$ cat src/rtl/result_uart_tx.sv
// Serialises a snapshot of three result bytes as one 8N1 UART packet: HEADER, v1, v2, v3.
// Define RESULT_TX_CHECKSUM_EN to append CHK = HEADER ^ v1 ^ v2 ^ v3 as a fifth byte.
module result_uart_tx #(
  parameter int unsigned CLKS_PER_BIT = 868,
  parameter logic [7:0]  HEADER       = 8'hA5,
  parameter int unsigned STOP_BITS    = 1
) (
  input  logic       clk,
  input  logic       nrst,
  input  logic       start,
  input  logic [7:0] v1,
  input  logic [7:0] v2,
  input  logic [7:0] v3,
  output logic       tx,
  output logic       busy,
  output logic       done
);

`ifdef RESULT_TX_CHECKSUM_EN
  localparam int unsigned N_BYTES = 5;
`else
  localparam int unsigned N_BYTES = 4;
`endif

  localparam logic [15:0] BAUD_LAST = 16'(CLKS_PER_BIT - 1);
  localparam logic [2:0]  BYTE_LAST = 3'(N_BYTES - 1);
  localparam logic        STOP_LAST = 1'(STOP_BITS - 1);

  typedef enum logic [2:0] {
    S_IDLE,
    S_START,
    S_DATA,
    S_STOP,
    S_DONE
  } state_t;

  state_t      state;
  logic [15:0] baud_cnt;
  logic [2:0]  bit_idx;
  logic [2:0]  byte_idx;
  logic        stop_cnt;
  logic [7:0]  snap_v1;
  logic [7:0]  snap_v2;
  logic [7:0]  snap_v3;
  logic [7:0]  shift;
  logic [7:0]  next_byte;
  logic        bit_end;

  assign bit_end = (baud_cnt == BAUD_LAST);

  // Byte that follows the one currently indexed by byte_idx (index 0 is HEADER).
  always_comb begin
    // NOTE: default assignment first so every path drives next_byte and no latch is inferred.
    next_byte = 8'h00;
    case (byte_idx)
      3'd0:    next_byte = snap_v1;
      3'd1:    next_byte = snap_v2;
      3'd2:    next_byte = snap_v3;
`ifdef RESULT_TX_CHECKSUM_EN
      3'd3:    next_byte = HEADER ^ snap_v1 ^ snap_v2 ^ snap_v3;
`endif
      default: next_byte = 8'h00;
    endcase
  end

  // NOTE: sequential state uses non-blocking assignments only, so every register
  // sees the pre-edge values of the others regardless of statement order.
  always_ff @(posedge clk) begin
    if (!nrst) begin
      state    <= S_IDLE;
      tx       <= 1'b1;
      busy     <= 1'b0;
      done     <= 1'b0;
      baud_cnt <= '0;
      bit_idx  <= '0;
      byte_idx <= '0;
      stop_cnt <= 1'b0;
      snap_v1  <= '0;
      snap_v2  <= '0;
      snap_v3  <= '0;
      shift    <= '0;
    end else begin
      done <= 1'b0;
      case (state)
        S_IDLE: begin
          tx   <= 1'b1;
          busy <= 1'b0;
          if (start) begin
            snap_v1  <= v1;
            snap_v2  <= v2;
            snap_v3  <= v3;
            shift    <= HEADER;
            byte_idx <= '0;
            baud_cnt <= '0;
            tx       <= 1'b0;
            busy     <= 1'b1;
            state    <= S_START;
          end
        end

        S_START: begin
          if (bit_end) begin
            baud_cnt <= '0;
            bit_idx  <= '0;
            tx       <= shift[0];
            state    <= S_DATA;
          end else begin
            baud_cnt <= baud_cnt + 16'd1;
          end
        end

        S_DATA: begin
          if (bit_end) begin
            baud_cnt <= '0;
            if (bit_idx == 3'd7) begin
              stop_cnt <= 1'b0;
              tx       <= 1'b1;
              state    <= S_STOP;
            end else begin
              bit_idx <= bit_idx + 3'd1;
              shift   <= {1'b0, shift[7:1]};
              tx      <= shift[1];
            end
          end else begin
            baud_cnt <= baud_cnt + 16'd1;
          end
        end

        S_STOP: begin
          if (bit_end) begin
            baud_cnt <= '0;
            if (stop_cnt == STOP_LAST) begin
              if (byte_idx == BYTE_LAST) begin
                done  <= 1'b1;
                busy  <= 1'b0;
                state <= S_DONE;
              end else begin
                byte_idx <= byte_idx + 3'd1;
                shift    <= next_byte;
                tx       <= 1'b0;
                state    <= S_START;
              end
            end else begin
              stop_cnt <= stop_cnt + 1'b1;
            end
          end else begin
            baud_cnt <= baud_cnt + 16'd1;
          end
        end

        // Start is deliberately not sampled here; a held start is taken in the next IDLE cycle.
        S_DONE: begin
          tx    <= 1'b1;
          state <= S_IDLE;
        end

        default: state <= S_IDLE;
      endcase
    end
  end

endmodule

$ cat config.mk
export PLATFORM = sky130hd
export DESIGN_NAME = result_uart_tx
export DESIGN_NICKNAME = d
export VERILOG_FILES = /design/src/rtl/result_uart_tx.sv
export SDC_FILE = /design/constraint.sdc
export NUM_CORES = 1
export LEC_CHECK = 0
export CAP_MARGIN = 20
export CORE_MARGIN = 5
export CORE_UTILIZATION = 40
export CTS_CLUSTER_DIAMETER = 60
export DETAILED_ROUTE_END_ITERATION = 6
export PLACE_DENSITY = 0.68
export SLEW_MARGIN = 20
export SYNTH_ARGS = -nofsm -noshare
export SYNTH_HDL_FRONTEND = slang
export SYNTH_SLANG_ARGS = --single-unit
export TNS_END_PERCENT = 100
$ cat constraint.sdc
create_clock -name clk -period 4.24 [get_ports clk]
set_input_delay 0.424 -clock clk [delete_from_list [all_inputs] [get_ports clk]]
set_output_delay 0.424 -clock clk [all_outputs]
set_load 0.1 [all_outputs]
==> results of run 1 <==
[kinds of logic (layout without fill, tap and decap cells)]
kind of cell             after synthesis  in the layout  share of synthesized area
AND/OR/NAND/NOR                      146            146                      0.248
adder cells (fa/ha/maj)                8              8                     0.0334
XOR/XNOR                               2              2                    0.00585
AO/OA/AOI/OAI                        103            103                      0.241
buffers and inverters                 38             58                     0.0568
flip-flops                            60             60                      0.401
multiplexers                           4              4                     0.0142
[worst max-delay path, cell delays in order (launching register included)]
cell	delay [ns]
sky130_fd_sc_hd__dfxtp_1	0.39
sky130_fd_sc_hd__ha_1	0.22
sky130_fd_sc_hd__nor3b_1	0.24
sky130_fd_sc_hd__nand4_1	0.29
sky130_fd_sc_hd__a21oi_1	0.70
sky130_fd_sc_hd__and2_1	0.44
sky130_fd_sc_hd__a311oi_2	0.15
[worst max path at each step]
stage,startpoint,endpoint,slack (ns),cells past startpoint
floorplan,baud_cnt[0],baud_cnt[11],2.27,9
global placement,baud_cnt[0],shift[0],1.81,6
detailed placement,baud_cnt[0],shift[2],1.70,6
CTS,baud_cnt[0],shift[2],1.70,6
global route,baud_cnt[0],shift[2],1.39,6
finish,baud_cnt[0],shift[2],1.67,6
[per-layer routing]
metal	global-route usage	up-vias	routed length, um
met4	0.0829	0	143
met2	0.244	54	3280
met5	0	-	0
met3	0.0318	12	241
met1	0.199	1263	3190
li1	-	1346	-
[sequential cells by signal, indices dropped and copies added (netlist names)]
| name | count |
|---|---|
| tx | 1 |
| done | 1 |
| shift | 8 |
| state | 3 |
| byte_idx | 3 |
| snap_v1 | 8 |
| snap_v2 | 8 |
| busy | 1 |
| bit_idx | 3 |
| snap_v3 | 8 |
| baud_cnt | 16 |
[where the power goes]
group	switching (W)	internal, W
combinational	0.000192	0.000117
sequential	0.0000447	0.000614
clock	0.000241	0.000394
total	0.000477	0.00113
[per-stage QoR]
step / hold slack, ns / total power (W) / area (sq um)
after floorplan: 0.436 / 0.000917 / 3000
after global placement: 0.443 / 0.000974 / 3300
after detailed placement: 0.450 / 0.000982 / 3300
after CTS: 0.460 / 0.00162 / 3540
after global routing: 0.477 / 0.00168 / 3540
final: 0.457 / 0.00160 / 3540
[layout by cell type, fill, tap and decap left out, types with 3 or more instances in the layout]
cell type,n
sky130_fd_sc_hd__a211oi_1,8
sky130_fd_sc_hd__a21oi_1,55
sky130_fd_sc_hd__a222oi_1,8
sky130_fd_sc_hd__a311oi_2,3
sky130_fd_sc_hd__and2_1,4
sky130_fd_sc_hd__and3_1,3
sky130_fd_sc_hd__bufinv_16,3
sky130_fd_sc_hd__clkbuf_8,9
sky130_fd_sc_hd__clkdlybuf4s50_1,29
sky130_fd_sc_hd__dfxtp_1,60
sky130_fd_sc_hd__ha_1,8
sky130_fd_sc_hd__inv_1,10
sky130_fd_sc_hd__nand2_1,63
sky130_fd_sc_hd__nand2b_1,4
sky130_fd_sc_hd__nand3_1,8
sky130_fd_sc_hd__nand4_1,4
sky130_fd_sc_hd__nor2_1,18
sky130_fd_sc_hd__nor3_1,12
sky130_fd_sc_hd__nor3b_1,5
sky130_fd_sc_hd__nor4_1,6
sky130_fd_sc_hd__o211a_1,6
sky130_fd_sc_hd__o211ai_1,3
sky130_fd_sc_hd__o21ai_0,3
sky130_fd_sc_hd__o221a_2,3
sky130_fd_sc_hd__or2_2,3
sky130_fd_sc_hd__or3_1,4
sky130_fd_sc_hd__or4_1,3
[final cells by class]
class	instances	area, sq um
repair buffers	31	305
multi-input cells	263	1620
clock inverters	7	124
inverters	11	41.3
well taps	99	124
flip-flops and latches	60	1200
fillers	731	3710
clock buffers	9	124
==> flow_summary.json, run 1 <==
{
  "finalCritPeriodShare": 0.606,
  "timing.final.setup_violations": 0,
  "critPathMaxFanout": 11,
  "filler_free_cell_count_of_the_finished_design": 480,
  "clock_latency_of_the_later_clocked_register_in_the_worst_skew_pair_ns": 0.33,
  "path_class": "reg2reg",
  "synth-warning-count": 0,
  "synth_fp_nets": 396,
  "areaGrowthSynthToFinish_pct": 18.3,
  "cts-root-to-sink-buffers": 2,
  "globalRouteOverflowTotal": 0,
  "drt-total-wl_um": 6850,
  "clock_tree.htree_level_count": 3,
  "min-delay-start": "snap_v3[4]",
  "min_delay_worst_endpoint": "snap_v3[4]",
  "synth_top_cells_by_count": "sky130_fd_sc_hd__nand2_1, sky130_fd_sc_hd__dfxtp_1, sky130_fd_sc_hd__a21oi_1",
  "detailedRoute.firstIterationViolations": 256,
  "ys_seq_area_frac": 0.401,
  "cp.arrival_ns": 2.77,
  "yosys.cell_count.top_type": "sky130_fd_sc_hd__nand2_1",
  "cts_buffers": 9,
  "detailroute.via_count": 2675,
  "grt_start_max_net_pins": 29,
  "core-area_sq_um": 7250,
  "drt_first_pass_iters": 6,
  "nNetsFinal": 411,
  "max_freq_mhz": 389,
  "worst_hold_stages": 2,
  "preCtsSetupSlack_ns": 1.70,
  "syn_area_per_cell_sq_um": 8.30,
  "final_hold_violating_endpoints": 0,
  "global_route_wire_length_before_repair_um": 11200,
  "async_flop_share": 0,
  "io-pin-count": 30,
  "timing.max_cap.violations": 0,
  "vdd_ir_drop_max_mv": 0.184,
  "tightestPinTransition_ns": 0.983,
  "timing.final.ws_setup_ns": 1.67,
  "gp_congestion": 0.855,
  "clk_transition_reported_paths_ns": 0.07,
  "via_count_of_the_first_global_routing_pass": 2412,
  "dp_cells": 464,
  "ctsHoldBuffers": 0,
  "clock_tree_from_tritoncts": "done",
  "crit_path_start_kind": "flop",
  "grt_use_total": 0.155,
  "ys_ff_latch": 60,
  "setup_slack_on_the_worst_flop_to_flop_path_ns": 1.67,
  "reg2reg_from": "baud_cnt[0]",
  "drc": 0,
  "initial_core_utilization": 0.413,
  "rsz0062_at_grt": "false",
  "ctsRootBufferMaster": "sky130_fd_sc_hd__clkbuf_8",
  "final-max-slew-violation-count": 0,
  "height_of_the_die_um": 96.5,
  "num_antenna_cells": 0,
  "antenna_left": 0,
  "final_layout_size_suffix_gt1_frac": 0.0892,
  "synthesis.instances": 361,
  "netlist_top_cells_area": "sky130_fd_sc_hd__dfxtp_1, sky130_fd_sc_hd__a21oi_1, sky130_fd_sc_hd__nand2_1",
  "utilization": 0.489,
  "critical_path_required_ns": 4.43,
  "die-area_sq_um": 9320,
  "synth.distinct_cells": 50,
  "maxSlewHeadroom": 0.343,
  "viasPerCell": 5.57,
  "reg2reg_to": "shift[2]",
  "count_of_flip_flops_with_a_built_in_enable_after_synthesis": 0,
  "post_drt_wl_per_cell_um": 14.3,
  "worst-r2r-cell-count": 6,
  "post_synth_instance_area_sq_um": 3000,
  "initial_antenna_violation_count": 0,
  "power.density_nw_per_um2": 452,
  "post_cts_buffers": 0,
  "timing.hold.worst.class": "reg2reg",
  "status": "finished, final reports clean",
  "fp.dieW_um": 96.5,
  "final.setup_skew_ns": 0.00949,
  "synth.top_cell.area_share": 0.401,
  "ctsResizeCount": 0,
  "dp_hpwl_um": 4760,
  "placement.io_buffers": 29,
  "worst_setup_path_end_kind": "flop",
  "core.rowCount": 31,
  "synth_ff_type": "sky130_fd_sc_hd__dfxtp_1",
  "cts_num_sinks": 60,
  "synth_top_area_cell": "sky130_fd_sc_hd__dfxtp_1",
  "fin_crit_ns": 2.57,
  "power.leakage_nw": 1.27,
  "fin_tns_setup_ns": 0
}
No activity file was read; power rests on OpenSTA's default activity.
==> inputs of run 2 (changes only) <==
- PLACE_DENSITY: 0.68 -> 0.71
- clock period: 4.24 -> 2.2 ns (I/O delays scaled with it)
==> flow_summary.json, run 2 (synthesized netlist as in run 1, its figures left out) <==
{
  "detailroute.via_count": 2763,
  "fin_tns_setup_ns": 0,
  "critical_path_required_ns": 2.49,
  "critical_path.startpoint": "baud_cnt[0]",
  "layout_commonest_cell": "sky130_fd_sc_hd__nand2_1",
  "areaGrowthSynthToFinish_pct": 23.3,
  "status": "finished, final reports clean",
  "final_hold_violating_endpoints": 0,
  "tightestPinTransition_ns": 0.666,
  "dp_hpwl_um": 4870,
  "intPower_w": 0.00213,
  "drt_first_pass_iters": 4,
  "cts_num_sinks": 60,
  "drt-total-wl_um": 6960,
  "reg2reg_from": "baud_cnt[0]",
  "path_cells": "ha_1 > nor3b_1 > and4_1 > or3_1 > buf_4 > nor3_1 > o211a_1",
  "largest_register_ff_count": 16,
  "cts-root-to-sink-buffers": 2,
  "global_route_wire_length_before_repair_um": 12100,
  "via_count_of_the_first_global_routing_pass": 2649,
  "height_of_the_die_um": 96.5,
  "switching_power_w": 0.000918,
  "placement.io_buffers": 29,
  "drc": 0,
  "initial_core_utilization": 0.413,
  "multi_input_logic_area_sq_um": 1630,
  "final-max-slew-violation-count": 0,
  "antenna_left": 0,
  "core-area_sq_um": 7250,
  "clock_power_share": 0.365,
  "clock_tree.htree_level_count": 3,
  "grt_start_max_net_pins": 53,
  "gp_congestion": 0.866,
  "critPathMaxFanout": 8,
  "crit_path_start_kind": "flop",
  "power.density_nw_per_um2": 826,
  "timing.final.setup_violations": 0,
  "registers.top_by_ff_count": "baud_cnt",
  "utilization": 0.509,
  "viasPerCell": 5.50,
  "commonest_cells_after_routing_fill_and_taps_aside": "sky130_fd_sc_hd__nand2_1, sky130_fd_sc_hd__dfxtp_1, sky130_fd_sc_hd__a21oi_1, sky130_fd_sc_hd__clkdlybuf4s50_1, sky130_fd_sc_hd__buf_4",
  "clock_tree_from_tritoncts": "done",
  "globalRouteOverflowTotal": 0,
  "io-pin-count": 30,
  "timing.hold.worst.class": "in2reg",
  "slowest_stage": "sky130_fd_sc_hd__or3_1",
  "die-area_sq_um": 9320,
  "path_class": "reg2reg",
  "n_fill_cell": 703,
  "ctsRootBufferMaster": "sky130_fd_sc_hd__clkbuf_8",
  "rsz0062_at_grt": "false",
  "power.leakage_nw": 1.38,
  "power_frac_seq": 0.415,
  "clk_transition_reported_paths_ns": 0.07,
  "fp.dieW_um": 96.5,
  "post_drt_wl_per_cell_um": 13.9,
  "power.share.switching": 0.301,
  "maxSlewHeadroom": 0.552,
  "final.setup_skew_ns": 0.00893,
  "timing.max_cap.violations": 0,
  "share_comb_of_total_power": 0.220,
  "detailedRoute.firstIterationViolations": 173,
  "fin_crit_ns": 2.07,
  "core.rowCount": 31,
  "slowest_delay_ns": 0.48,
  "nNetsFinal": 433,
  "num_antenna_cells": 0,
  "ff_latch_area_sq_um": 1200,
  "vdd_ir_drop_max_mv": 0.438,
  "grt_use_total": 0.163,
  "max_freq_mhz": 483,
  "final_layout_size_suffix_gt1_frac": 0.149,
  "cp.arrival_ns": 2.36,
  "worst_setup_path_end_kind": "flop",
  "clock_latency_of_the_later_clocked_register_in_the_worst_skew_pair_ns": 0.34,
  "cts_buffers": 9,
  "finalCritPeriodShare": 0.941,
  "min-delay-start": "v3[3]",
  "initial_antenna_violation_count": 0
}
==> run 2: per-layer routing <==
layer  track usage  vias up  routed length, um
met3        0.0465        8                340
li1              -     1392                  -
met5             0        -                  0
met4        0.0572        0                 76
met2         0.272       60               3360
met1         0.201     1303               3180
==> run 2: path summary, 6_finish.rpt <==
path                            cells past startpoint  slack (ns)      endpoint
worst max-delay path                                7        0.13  baud_cnt[11]
worst min-delay path                                3        0.43    snap_v3[3]
worst max register to register                      7        0.13  baud_cnt[11]
worst min register to register                      2        0.46    snap_v3[0]
==> run 2: per-stage QoR <==
step,hold WS (ns),area (sq um),total power [W],std cells,setup slack (ns)
global placement,0.443,3460,0.00194,485,0.183
floorplan,0.356,3000,0.00177,361,0.232
detailed placement,0.448,3460,0.00196,485,0.0823
CTS,0.415,3680,0.00308,501,0.0573
finish,0.429,3690,0.00305,502,0.130
global route,0.409,3690,0.00322,502,0.0223
==> run 2: power by group through the flow <==
stage	sequential [W]	combinational, W	clock (W)
2_1_floorplan	0.00130	0.000466	0
3_3_place_gp	0.00128	0.000652	0
3_5_place_dp	0.00129	0.000669	0
4_1_cts	0.00127	0.000671	0.00114
5_1_grt	0.00128	0.000745	0.00120
6_report	0.00127	0.000670	0.00111
==> run 2: cell type report <==
class,count,share of cell area
clock buffer,10,0.0373
clock inverter,6,0.0237
inverter,11,0.0112
multi-input combinational,263,0.440
sequential,60,0.325
tap,99,0.0335
timing repair buffer,53,0.129
==> run 2: what timing repair did <==
| item | 4_1_cts | 5_1_grt |
|---|---|---|
| hold buffers | 0 | 0 |
| gates resized for setup | 0 | 1 |
| setup endpoints to repair | 0 | 11 |
| setup buffers | 0 | 1 |
| endpoints found under the hold margin | 0 | 0 |
==> run 2: critical path: cells and delay by family (launching register included) <==
kind / cells / cell delay [ns]
AO/OA/AOI/OAI: 1 / 0.15
AND/OR/NAND/NOR: 4 / 1.05
adder cells (fa/ha/maj): 1 / 0.24
flip-flops: 1 / 0.35
buffers and inverters: 1 / 0.22
